===== src/rtl/rvh_l1d_ptw_req_sched_if.sv =====
// rtl/rvh_l1d_ptw_req_sched_if.sv - PTW request scheduler handshake bundle
//
// Groups the four request/allocate channels of the PTW request scheduler:
//   ptw_req_*    new walk request from the MMU PTW (vld/id/paddr in, rdy out)
//   replay_req_* replay request from the PTW replay buffer (vld/id/paddr in, rdy out)
//   l1d_req_*    request to the L1D load-pipe PTW port (vld/id/paddr out, rdy in)
//   buf_alloc_*  replay-buffer allocate strobe (vld/id/paddr out)
// slave  : the scheduler side
// master : the surrounding PTW / replay buffer / L1D side
interface rvh_l1d_ptw_req_sched_if #(
    parameter int PTW_ID_WIDTH = 1,
    parameter int PADDR_WIDTH  = 56
);
    logic                    ptw_req_vld_i;
    logic [PTW_ID_WIDTH-1:0] ptw_req_id_i;
    logic [PADDR_WIDTH-1:0]  ptw_req_paddr_i;
    logic                    ptw_req_rdy_o;

    logic                    replay_req_vld_i;
    logic [PTW_ID_WIDTH-1:0] replay_req_id_i;
    logic [PADDR_WIDTH-1:0]  replay_req_paddr_i;
    logic                    replay_req_rdy_o;

    logic                    l1d_req_vld_o;
    logic [PTW_ID_WIDTH-1:0] l1d_req_id_o;
    logic [PADDR_WIDTH-1:0]  l1d_req_paddr_o;
    logic                    l1d_req_rdy_i;

    logic                    buf_alloc_vld_o;
    logic [PTW_ID_WIDTH-1:0] buf_alloc_id_o;
    logic [PADDR_WIDTH-1:0]  buf_alloc_paddr_o;

    modport slave (
        input  ptw_req_vld_i, ptw_req_id_i, ptw_req_paddr_i,
        output ptw_req_rdy_o,
        input  replay_req_vld_i, replay_req_id_i, replay_req_paddr_i,
        output replay_req_rdy_o,
        output l1d_req_vld_o, l1d_req_id_o, l1d_req_paddr_o,
        input  l1d_req_rdy_i,
        output buf_alloc_vld_o, buf_alloc_id_o, buf_alloc_paddr_o
    );

    modport master (
        output ptw_req_vld_i, ptw_req_id_i, ptw_req_paddr_i,
        input  ptw_req_rdy_o,
        output replay_req_vld_i, replay_req_id_i, replay_req_paddr_i,
        input  replay_req_rdy_o,
        input  l1d_req_vld_o, l1d_req_id_o, l1d_req_paddr_o,
        output l1d_req_rdy_i,
        input  buf_alloc_vld_o, buf_alloc_id_o, buf_alloc_paddr_o
    );
endinterface


===== src/rtl/rvh_l1d_ptw_req_sched.sv =====
// rtl/rvh_l1d_ptw_req_sched.sv - single-outstanding PTW request scheduler into the L1D load pipe
//
// Ports:
//   clk, rst                 clock, asynchronous active-high reset
//   bus (slave)              ptw_req / replay_req / l1d_req / buf_alloc channels
//   ptw_walk_resp_vld_i/rdy_i response handshake, observed only
//   flush_i                  sfence/flush of translation state
//   resp_drop_o              current response belongs to a flushed walk
//   busy_o                   a walk is outstanding
//   replay_cnt_o             replays of the current walk, saturating at 15
//   timeout_o                one-cycle pulse on response watchdog expiry
//   err_id_mismatch_o        sticky: a replay carried an ID other than the walk ID
module rvh_l1d_ptw_req_sched #(
    parameter int PTW_ID_WIDTH   = 1,
    parameter int PADDR_WIDTH    = 56,
    parameter int TIMEOUT_CYCLES = 1023,
    parameter int TO_WIDTH       = 10
) (
    input  logic                     clk,
    input  logic                     rst,
    rvh_l1d_ptw_req_sched_if.slave   bus,
    input  logic                     ptw_walk_resp_vld_i,
    input  logic                     ptw_walk_resp_rdy_i,
    input  logic                     flush_i,
    output logic                     resp_drop_o,
    output logic                     busy_o,
    output logic [3:0]               replay_cnt_o,
    output logic                     timeout_o,
    output logic                     err_id_mismatch_o
);
    typedef enum logic [1:0] {
        S_IDLE      = 2'd0,
        S_ISSUE     = 2'd1,
        S_WAIT_RESP = 2'd2,
        S_REPLAY    = 2'd3
    } state_e;

    localparam logic [TO_WIDTH-1:0] TO_LIMIT = TO_WIDTH'(TIMEOUT_CYCLES);

    state_e                  state_q, state_d;
    logic [PTW_ID_WIDTH-1:0] hold_id_q, hold_id_d;
    logic [PADDR_WIDTH-1:0]  hold_paddr_q, hold_paddr_d;
    logic [PTW_ID_WIDTH-1:0] rep_id_q, rep_id_d;
    logic [PADDR_WIDTH-1:0]  rep_paddr_q, rep_paddr_d;
    logic [3:0]              replay_cnt_q, replay_cnt_d;
    logic [TO_WIDTH-1:0]     to_cnt_q, to_cnt_d;
    logic                    to_fired_q, to_fired_d;
    logic                    flush_pend_q, flush_pend_d;
    logic                    err_q, err_d;
    logic                    resp_hs;

    assign resp_hs = ptw_walk_resp_vld_i & ptw_walk_resp_rdy_i;

    always_ff @(posedge clk or posedge rst) begin
        if (rst) begin
            state_q      <= S_IDLE;
            hold_id_q    <= '0;
            hold_paddr_q <= '0;
            rep_id_q     <= '0;
            rep_paddr_q  <= '0;
            replay_cnt_q <= '0;
            to_cnt_q     <= '0;
            to_fired_q   <= 1'b0;
            flush_pend_q <= 1'b0;
            err_q        <= 1'b0;
        end else begin
            state_q      <= state_d;
            hold_id_q    <= hold_id_d;
            hold_paddr_q <= hold_paddr_d;
            rep_id_q     <= rep_id_d;
            rep_paddr_q  <= rep_paddr_d;
            replay_cnt_q <= replay_cnt_d;
            to_cnt_q     <= to_cnt_d;
            to_fired_q   <= to_fired_d;
            flush_pend_q <= flush_pend_d;
            err_q        <= err_d;
        end
    end

    always_comb begin
        state_d      = state_q;
        hold_id_d    = hold_id_q;
        hold_paddr_d = hold_paddr_q;
        rep_id_d     = rep_id_q;
        rep_paddr_d  = rep_paddr_q;
        replay_cnt_d = replay_cnt_q;
        to_cnt_d     = to_cnt_q;
        to_fired_d   = to_fired_q;
        flush_pend_d = flush_pend_q;
        err_d        = err_q;

        bus.ptw_req_rdy_o    = 1'b0;
        bus.replay_req_rdy_o = 1'b0;
        bus.l1d_req_vld_o    = 1'b0;
        bus.l1d_req_id_o     = hold_id_q;
        bus.l1d_req_paddr_o  = hold_paddr_q;
        bus.buf_alloc_vld_o  = 1'b0;
        timeout_o            = 1'b0;

        case (state_q)
            S_IDLE: begin
                bus.ptw_req_rdy_o = 1'b1;
                if (bus.ptw_req_vld_i) begin
                    hold_id_d    = bus.ptw_req_id_i;
                    hold_paddr_d = bus.ptw_req_paddr_i;
                    replay_cnt_d = '0;
                    state_d      = S_ISSUE;
                end
            end
            S_ISSUE: begin
                bus.l1d_req_vld_o = 1'b1;
                if (bus.l1d_req_rdy_i) begin
                    // Once L1D has taken the request the walk is in flight,
                    // so a coincident flush can only mark its response stale.
                    bus.buf_alloc_vld_o = 1'b1;
                    to_cnt_d            = '0;
                    to_fired_d          = 1'b0;
                    state_d             = S_WAIT_RESP;
                    if (flush_i) flush_pend_d = 1'b1;
                end else if (flush_i) begin
                    state_d = S_IDLE;
                end
            end
            S_WAIT_RESP: begin
                // Counter saturates at the limit; the fired flag makes the
                // expiry a single pulse even though the count then holds.
                if (to_cnt_q != TO_LIMIT) begin
                    to_cnt_d = to_cnt_q + 1'b1;
                end else if (!to_fired_q) begin
                    timeout_o  = 1'b1;
                    to_fired_d = 1'b1;
                end
                if (resp_hs) begin
                    state_d = S_IDLE;
                end else begin
                    bus.replay_req_rdy_o = 1'b1;
                    if (flush_i) flush_pend_d = 1'b1;
                    if (bus.replay_req_vld_i) begin
                        rep_id_d    = bus.replay_req_id_i;
                        rep_paddr_d = bus.replay_req_paddr_i;
                        if (replay_cnt_q != 4'hf) replay_cnt_d = replay_cnt_q + 4'd1;
                        if (bus.replay_req_id_i != hold_id_q) err_d = 1'b1;
                        state_d = S_REPLAY;
                    end
                end
            end
            S_REPLAY: begin
                bus.l1d_req_vld_o   = 1'b1;
                bus.l1d_req_id_o    = rep_id_q;
                bus.l1d_req_paddr_o = rep_paddr_q;
                if (resp_hs) begin
                    state_d = S_IDLE;
                end else begin
                    if (flush_i) flush_pend_d = 1'b1;
                    if (bus.l1d_req_rdy_i) state_d = S_WAIT_RESP;
                end
            end
            default: state_d = S_IDLE;
        endcase

        if (state_d == S_IDLE) flush_pend_d = 1'b0;
    end

    assign bus.buf_alloc_id_o    = hold_id_q;
    assign bus.buf_alloc_paddr_o = hold_paddr_q;
    assign resp_drop_o           = flush_pend_q & resp_hs;
    assign busy_o                = (state_q != S_IDLE);
    assign replay_cnt_o          = replay_cnt_q;
    assign err_id_mismatch_o     = err_q;
endmodule


===== src/flat_wrapper.sv =====
// flat-port wrapper written by rule: the top's interface ports become plain ports
module rvh_l1d_ptw_req_sched_flat 
#(
    parameter int PTW_ID_WIDTH   = 1,
    parameter int PADDR_WIDTH    = 56,
    parameter int TIMEOUT_CYCLES = 1023,
    parameter int TO_WIDTH       = 10
)
  (clk, rst, ptw_walk_resp_vld_i, ptw_walk_resp_rdy_i, flush_i, resp_drop_o, busy_o, replay_cnt_o, timeout_o, err_id_mismatch_o, bus_ptw_req_vld_i, bus_ptw_req_id_i, bus_ptw_req_paddr_i, bus_ptw_req_rdy_o, bus_replay_req_vld_i, bus_replay_req_id_i, bus_replay_req_paddr_i, bus_replay_req_rdy_o, bus_l1d_req_vld_o, bus_l1d_req_id_o, bus_l1d_req_paddr_o, bus_l1d_req_rdy_i, bus_buf_alloc_vld_o, bus_buf_alloc_id_o, bus_buf_alloc_paddr_o);
  rvh_l1d_ptw_req_sched_if #(.PTW_ID_WIDTH(PTW_ID_WIDTH), .PADDR_WIDTH(PADDR_WIDTH)) bus_i ();
  input  logic clk;
  input  logic rst;
  input  logic ptw_walk_resp_vld_i;
  input  logic ptw_walk_resp_rdy_i;
  input  logic flush_i;
  output logic resp_drop_o;
  output logic busy_o;
  output logic [3:0] replay_cnt_o;
  output logic timeout_o;
  output logic err_id_mismatch_o;
  input wire logic [$bits(bus_i.ptw_req_vld_i)-1:0] bus_ptw_req_vld_i;
  input wire logic [$bits(bus_i.ptw_req_id_i)-1:0] bus_ptw_req_id_i;
  input wire logic [$bits(bus_i.ptw_req_paddr_i)-1:0] bus_ptw_req_paddr_i;
  output wire logic [$bits(bus_i.ptw_req_rdy_o)-1:0] bus_ptw_req_rdy_o;
  input wire logic [$bits(bus_i.replay_req_vld_i)-1:0] bus_replay_req_vld_i;
  input wire logic [$bits(bus_i.replay_req_id_i)-1:0] bus_replay_req_id_i;
  input wire logic [$bits(bus_i.replay_req_paddr_i)-1:0] bus_replay_req_paddr_i;
  output wire logic [$bits(bus_i.replay_req_rdy_o)-1:0] bus_replay_req_rdy_o;
  output wire logic [$bits(bus_i.l1d_req_vld_o)-1:0] bus_l1d_req_vld_o;
  output wire logic [$bits(bus_i.l1d_req_id_o)-1:0] bus_l1d_req_id_o;
  output wire logic [$bits(bus_i.l1d_req_paddr_o)-1:0] bus_l1d_req_paddr_o;
  input wire logic [$bits(bus_i.l1d_req_rdy_i)-1:0] bus_l1d_req_rdy_i;
  output wire logic [$bits(bus_i.buf_alloc_vld_o)-1:0] bus_buf_alloc_vld_o;
  output wire logic [$bits(bus_i.buf_alloc_id_o)-1:0] bus_buf_alloc_id_o;
  output wire logic [$bits(bus_i.buf_alloc_paddr_o)-1:0] bus_buf_alloc_paddr_o;
  assign bus_i.ptw_req_vld_i = bus_ptw_req_vld_i;
  assign bus_i.ptw_req_id_i = bus_ptw_req_id_i;
  assign bus_i.ptw_req_paddr_i = bus_ptw_req_paddr_i;
  assign bus_ptw_req_rdy_o = bus_i.ptw_req_rdy_o;
  assign bus_i.replay_req_vld_i = bus_replay_req_vld_i;
  assign bus_i.replay_req_id_i = bus_replay_req_id_i;
  assign bus_i.replay_req_paddr_i = bus_replay_req_paddr_i;
  assign bus_replay_req_rdy_o = bus_i.replay_req_rdy_o;
  assign bus_l1d_req_vld_o = bus_i.l1d_req_vld_o;
  assign bus_l1d_req_id_o = bus_i.l1d_req_id_o;
  assign bus_l1d_req_paddr_o = bus_i.l1d_req_paddr_o;
  assign bus_i.l1d_req_rdy_i = bus_l1d_req_rdy_i;
  assign bus_buf_alloc_vld_o = bus_i.buf_alloc_vld_o;
  assign bus_buf_alloc_id_o = bus_i.buf_alloc_id_o;
  assign bus_buf_alloc_paddr_o = bus_i.buf_alloc_paddr_o;
  rvh_l1d_ptw_req_sched #(.PTW_ID_WIDTH(PTW_ID_WIDTH), .PADDR_WIDTH(PADDR_WIDTH), .TIMEOUT_CYCLES(TIMEOUT_CYCLES), .TO_WIDTH(TO_WIDTH)) u_core (.clk(clk), .rst(rst), .bus(bus_i), .ptw_walk_resp_vld_i(ptw_walk_resp_vld_i), .ptw_walk_resp_rdy_i(ptw_walk_resp_rdy_i), .flush_i(flush_i), .resp_drop_o(resp_drop_o), .busy_o(busy_o), .replay_cnt_o(replay_cnt_o), .timeout_o(timeout_o), .err_id_mismatch_o(err_id_mismatch_o));
endmodule

===== config.mk =====
export PLATFORM = sky130hd
export DESIGN_NAME = rvh_l1d_ptw_req_sched_flat
export DESIGN_NICKNAME = d
export VERILOG_FILES = /design/src/rtl/rvh_l1d_ptw_req_sched_if.sv /design/src/rtl/rvh_l1d_ptw_req_sched.sv /design/src/flat_wrapper.sv
export SDC_FILE = /design/constraint.sdc
export NUM_CORES = 1
export LEC_CHECK = 0
export BUFFER_PORTS_ARGS = -buffer_cell sky130_fd_sc_hd__buf_4
export CORE_MARGIN = 3
export CORE_UTILIZATION = 29
export CTS_CLUSTER_SIZE = 30
export DETAILED_ROUTE_END_ITERATION = 8
export GPL_ROUTABILITY_DRIVEN = 0
export SLEW_MARGIN = 0
export SYNTH_ARGS = -nofsm -noshare
export SYNTH_HDL_FRONTEND = slang
export SYNTH_SLANG_ARGS = --single-unit

===== constraint.sdc =====
create_clock -name clk -period 4.2 [get_ports clk]
set_input_delay 0.84 -clock clk [delete_from_list [all_inputs] [get_ports clk]]
set_output_delay 0.84 -clock clk [all_outputs]
set_load 0.1 [all_outputs]

==> qor.csv, run 1 <==
stage,metric,value,unit
worst_setup_path,Arrival @ worst endpoint,2.61,ns
cells_and_area,register area,3328,sq um
detailed_routing,Routed Antenna Nets,0,
die,Rows,51,
synth,cells after synthesis,538,
worst_setup_path,"Max FO, Critical Path",30,
timing,final hold slack,0.3611,ns
synth,main area contributors after synthesis,"dfrtp_1 56%, mux2_2 21%, nand2_1 11%",
clocking,"Hold-fix buffers, CTS",0,
place,PortBufs,247,
job,Max-cap violations,0,
worst_setup_path,WS Path Type,reg2out,
clocking,worst skew pair latency,0.41,ns
clocking,post-CTS repair timing setup buffer count,0,
clocking,Bufs on Longest Clock Path,2,
die,I/O pin count,248,
cells_and_area,Final Instance Area,8662,sq um
place,Post-DP HPWL,11830,um
grt,largest net degree at the start of global routing,76,
worst_setup_path,Worst EP required,3.36,ns
cells_and_area,ant diodes,0,
timing,Post-Route Skew,0.01183,ns
synth,"Seq/Total Area, Yosys",55.68,%
synth,Synth top area share,55.68,%
synth,Syn Std Cell Area,5977,sq um
cells_and_area,Fillers,1919,
detailed_routing,routed len/inst,15.69,um
synth,Post-synth EDFFs,0,
worst_setup_path,r2r startpoint,u_core.state_q[1]$_DFF_PP0_,
timing,"Hold Vio Cnt, Final",0,
min_path,Hold Crit Class,in2async,
die,die footprint,22370,sq um
clocking,clk sinks,133,
detailed_routing,Remaining DRCs,0,
synth,post-synthesis net count,662,
synth,"FF+latch count, synth",133,
worst_setup_path,Worst Setup SP,u_core.state_q[0]$_DFF_PP0_,
synth,Synth async-reset ratio,100.0,%
clocking,CTS Buf Count,17,
synth,Cell variety after synth,39,
die,Chip Height,149.6,um
timing,Slew Limit Fails,0,
grt,first-pass GRT wire length,25780,um
detailed_routing,Detailed Routing Iterations Pass 1,4,
clocking,Post-CTS Resized,0,
timing,Slew @ Worst Pin,0.9043,ns
grt,vias in the first global route,4773,
cells_and_area,footprint of the multi-input gates,2462,sq um
grt,GRT overflow,0,
cells_and_area,fin nets,905,
die,Initial Util,30.12,%
grt,Total GRT Usage,14.74,%
timing,period utilization,82.09,%
worst_setup_path,Startpoint Class,register,
detailed_routing,initial drt markers,153,
outcome,status,"finished, final reports clean",
timing,Peak Freq,290.0,MHz
die,Core Area,19850,sq um
timing,Max-slew headroom,39.71,%
synth,syn_area_per_cell,11.11,sq um
cells_and_area,layout cells sized above 1,50.88,%
worst_setup_path,crit path capture type,output port,
grt,initial antenna violation count,0,
cells_and_area,area grow syn2layout,44.92,%
synth,Synth Flop Type,dfrtp_1,
synth,Ys Warns,0,
timing,Final setup viols,0,
clocking,Worst-path clk slew,0.06,ns
die,Die W,149.6,um
detailed_routing,total wire length,16610,um
clocking,TritonCTS clock tree,built,
synth,Synth area leader,dfrtp_1,
timing,RSZ-0062 raised after global routing,no,
detailed_routing,Vias/cell,4.504,
timing,TNS Setup,0,ns
detailed_routing,total number of vias,4770,
place,Post-DP Area,8060,sq um
clocking,root buf cell,clkbuf_16,
timing,fin crit period,3.448,ns
clocking,# H-tree levels,4,
[final timing paths]
path / endpoint / slack [ns] / cells after the start
worst max-delay path: bus_l1d_req_paddr_o[21] / 0.75 / 4
worst min-delay path: u_core.rep_paddr_q[19]$_DFFE_PP0P_ / 0.36 / 2
worst max register to register: u_core.rep_paddr_q[51]$_DFFE_PP0P_ / 1.98 / 3
worst min register to register: u_core.err_id_mismatch_o$_DFFE_PP0P_ / 0.46 / 1
max in group asynchronous: u_core.to_cnt_q[7]$_DFFE_PP0P_ / 2.93 / 3
min in group clk: u_core.err_id_mismatch_o$_DFFE_PP0P_ / 0.46 / 1
[layout by cell type, fill, tap and decap left out, types with 3 or more instances in the layout]
cell        instances
a21oi_1            10
a31oi_1             3
and3_1              3
buf_4             252
bufinv_16           3
clkbuf_16          17
clkinv_2            3
clkinvlp_4          3
dfrtp_1           133
inv_1               4
inv_6               5
mux2_2            114
nand2_1           178
nand2b_1            3
nand3_1             7
nand4_1             3
nor2_1              6
nor3_1              5
o21ai_0             9
or3_1               3
[layout make-up]
type                    instances  share of cell area (%)
inverters                       6                  0.3033
well taps                     265                   3.828
repair buffers                253                   22.07
clock buffers                  18                   4.955
multi-input cells             370                   28.43
clock inverters                14                   1.993
flip-flops and latches        133                   38.42
[metal layers]
| layer | GRT usage [%] | wire, um | vias up |
|---|---|---|---|
| met3 | 4.028 | 1194 | 23 |
| met4 | 5.446 | 284 | 0 |
| li1 | - | - | 2296 |
| met1 | 18.43 | 7013 | 2297 |
| met2 | 24.48 | 8118 | 154 |
| met5 | 0 | 0 | - |
[worst max-delay path: stages, from the launching register on]
cell and delay, ns:
dfrtp_1 0.50, nand2_2 0.70, buf_4 0.39, mux2_2 0.37, buf_4 0.23
[cell usage after synthesis (all sizes together), types with 3 or more instances]
cell type	count
dfrtp	133
clkbuf	11
nand2b	3
inv	5
a31oi	3
or3	3
nand3	7
o21ai	9
nand2	180
buf	18
a21oi	10
nor3	5
and3	4
mux2	114
nand4	3
nor2	6
[cells by family (layout without fill, tap and decap cells)]
group	Yosys count	count (layout)	share of synthesized area, %
AND/OR/NAND/NOR	221	221	15.72
XOR/XNOR	1	1	0.1466
AO/OA/AOI/OAI	31	31	3.182
multiplexers	115	115	21.65
buffers and inverters	35	291	3.203
flip-flops	133	133	55.68
adder cells (fa/ha/maj)	2	2	0.4186
[through the flow]
step | cells | setup slack, ns | utilization (%)
2_1_floorplan | 538 | 0.3224 | -
3_3_place_gp | 1027 | 1.187 | 40.62
3_5_place_dp | 1027 | 1.126 | 40.62
4_1_cts | 1059 | 0.6815 | 43.65
5_1_grt | 1059 | 0.5889 | 43.65
6_report | 1059 | 0.7523 | 43.65
[sequential cells by signal, indices dropped and copies added (netlist names)]
| signal | count |
|---|---|
| u_core.err_id_mismatch_o | 1 |
| u_core.to_fired_q | 1 |
| u_core.bus.buf_alloc_paddr_o | 56 |
| u_core.state_q | 2 |
| u_core.bus.buf_alloc_id_o | 1 |
| u_core.flush_pend_q | 1 |
| u_core.rep_id_q | 1 |
| u_core.to_cnt_q | 10 |
| u_core.rep_paddr_q | 56 |
| u_core.replay_cnt_o | 4 |
Power of run 1 is not shown: default switching activity piles up to over one toggle a cycle in this logic, so the estimate is an artifact.
==> run 2: changes to the inputs <==
==> constraint.sdc (replaced) <==
create_clock -name clk -period 3.6 [get_ports clk]
set_input_delay 0.72 -clock clk [delete_from_list [all_inputs] [get_ports clk]]
set_output_delay 0.72 -clock clk [all_outputs]
set_load 0.1 [all_outputs]
==> run 2 against run 1 <==
Effect of this change: utilization hardly changed; via count is 0.84% lower; non-clock buffer count stayed put; clock skew is 0.0025 ns lower; final cell count stayed put; count of clock-buffer cells in the layout stayed put; critical path depth stayed put; routed wire length is 2.0% higher; sequential cell count stayed put; hold slack better by 0.12 ns; die area stayed put; largest cell class unchanged; highest routed layer unchanged.
==> qor.csv, run 2 (synthesis results as in run 1) <==
stage,metric,value,unit
outcome,status,"finished, final reports clean",
die,Initial Util,30.12,%
grt,initial antenna violation count,0,
timing,Max-slew headroom,39.34,%
cells_and_area,final core occ,43.62,%
grt,GRT overflow,0,
die,Chip Height,149.6,um
worst_setup_path,Arrival @ worst endpoint,2.14,ns
worst_setup_path,Worst R2R Setup Slack,1.36,ns
timing,fin crit period,2.863,ns
worst_setup_path,crit path capture type,output port,
die,die footprint,22370,sq um
detailed_routing,Detailed Routing Iterations Pass 1,4,
min_path,"Endpoint, Worst Hold",u_core.err_id_mismatch_o$_DFFE_PP0P_,
worst_setup_path,WS Path Type,reg2out,
timing,period utilization,79.53,%
cells_and_area,"most common cell after layout, fill and taps aside",buf_4,
die,Core Area,19850,sq um
clocking,Post-CTS Resized,0,
worst_setup_path,R2R depth,3,
grt,vias in the first global route,4832,
detailed_routing,Vias/cell,4.466,
place,PortBufs,247,
timing,Post-Route Skew,0.009332,ns
worst_setup_path,r2r startpoint,u_core.state_q[1]$_DFF_PP0_,
clocking,clk sinks,133,
clocking,TritonCTS clock tree,built,
clocking,Worst-path clk slew,0.06,ns
clocking,# H-tree levels,4,
die,Die W,149.6,um
cells_and_area,ant diodes,0,
min_path,Hold Crit Class,reg2reg,
timing,Peak Freq,349.3,MHz
job,Max-cap violations,0,
detailed_routing,total number of vias,4730,
detailed_routing,routed len/inst,15.99,um
clocking,post-CTS repair timing setup buffer count,0,
detailed_routing,initial drt markers,167,
place,Post-DP Area,8065,sq um
die,I/O pin count,248,
cells_and_area,fin nets,905,
place,Post-DP HPWL,11680,um
grt,first-pass GRT wire length,26550,um
detailed_routing,total wire length,16940,um
worst_setup_path,reg2reg end,u_core.rep_paddr_q[50]$_DFFE_PP0P_,
cells_and_area,layout cells sized above 1,51.13,%
grt,Total GRT Usage,15.13,%
detailed_routing,Routed Antenna Nets,0,
cells_and_area,Final Instance Area,8656,sq um
timing,RSZ-0062 raised after global routing,no,
timing,Final setup viols,0,
min_path,worst hold stages,1,
timing,TNS Setup,0,ns
timing,Slew Limit Fails,0,
timing,Slew @ Worst Pin,0.9099,ns
worst_setup_path,"Max FO, Critical Path",32,
min_path,Hold Crit Start,u_core.err_id_mismatch_o$_DFFE_PP0P_,
clocking,Bufs on Longest Clock Path,2,
worst_setup_path,Startpoint Class,register,
cells_and_area,most frequent cells in the layout,"252 x buf_4, 178 x nand2_1, 133 x dfrtp_1",
timing,"Hold Vio Cnt, Final",0,
clocking,worst skew pair latency,0.41,ns
grt,largest net degree at the start of global routing,134,
clocking,root buf cell,clkbuf_16,
clocking,CTS Buf Count,17,
die,Rows,51,
worst_setup_path,Worst EP required,2.88,ns
cells_and_area,area grow syn2layout,44.82,%
clocking,"Hold-fix buffers, CTS",0,
detailed_routing,Remaining DRCs,0,
==> run 2: changes by cell type in the layout (fill, tap and decap cells not counted) <==
cell        change
clkinvlp_4      +3
inv_6           -2
bufinv_16       -1
clkbuf_1        -1
clkbuf_8        +1
clkinv_2        -1
clkinv_4        +1
nor3_1          -1
nor3_2          +1
==> run 2: worst max-delay path, stage by stage (launching register included) <==
cell and delay [ns]:
dfrtp_1 0.51, nand2_2 0.13, buf_4 0.41, mux2_2 0.41, buf_4 0.24
==> run 2: routing by layer <==
| metal | part of all wire, % | wire (um) | up-vias | track usage, % |
|---|---|---|---|---|
| li1 | - | - | 2304 | - |
| met1 | 45 | 7544 | 2253 | 19.78 |
| met2 | 47 | 7934 | 161 | 24.30 |
| met3 | 7.6 | 1288 | 12 | 4.936 |
| met4 | 1.0 | 170 | 0 | 3.982 |
| met5 | 0 | 0 | - | 0 |
==> run 2: worst max path at each step <==
| stage | slack [ns] | depth (start not counted) | from | end |
|---|---|---|---|---|
| 4_1_cts | 0.69 | 4 | u_core.state_q[0]$_DFF_PP0_ | bus_l1d_req_paddr_o[34] |
| 3_5_place_dp | 1.15 | 4 | u_core.state_q[0]$_DFF_PP0_ | bus_l1d_req_paddr_o[34] |
| 5_1_grt | 0.64 | 4 | u_core.state_q[0]$_DFF_PP0_ | bus_l1d_req_paddr_o[35] |
| 6_report | 0.74 | 4 | u_core.state_q[0]$_DFF_PP0_ | bus_l1d_req_paddr_o[34] |
| 3_3_place_gp | 1.14 | 4 | u_core.state_q[0]$_DFF_PP0_ | bus_l1d_req_paddr_o[34] |
| 2_1_floorplan | 0.12 | 3 | u_core.state_q[0]$_DFF_PP0_ | busy_o |
==> run 2: metrics by stage <==
step	hold slack [ns]	setup WS (ns)	instances
after global placement	0.4482	1.138	1027
final	0.4773	0.7369	1059
after detailed placement	0.4588	1.146	1027
after global routing	0.4771	0.6380	1059
after floorplan	0.4556	0.1183	538
after CTS	0.4705	0.6906	1059
==> run 2: final cells by class <==
type / count / area (sq um)
Clock buffer: 18 / 439.2
Clock inverter: 14 / 151.4
Multi-Input combinational cell: 370 / 2467
Inverter: 6 / 26.28
Tap cell: 265 / 331.6
Fill cell: 1946 / 11190
Sequential cell: 133 / 3328
Timing Repair Buffer: 253 / 1912
Power of run 2 is left out for the same reason.
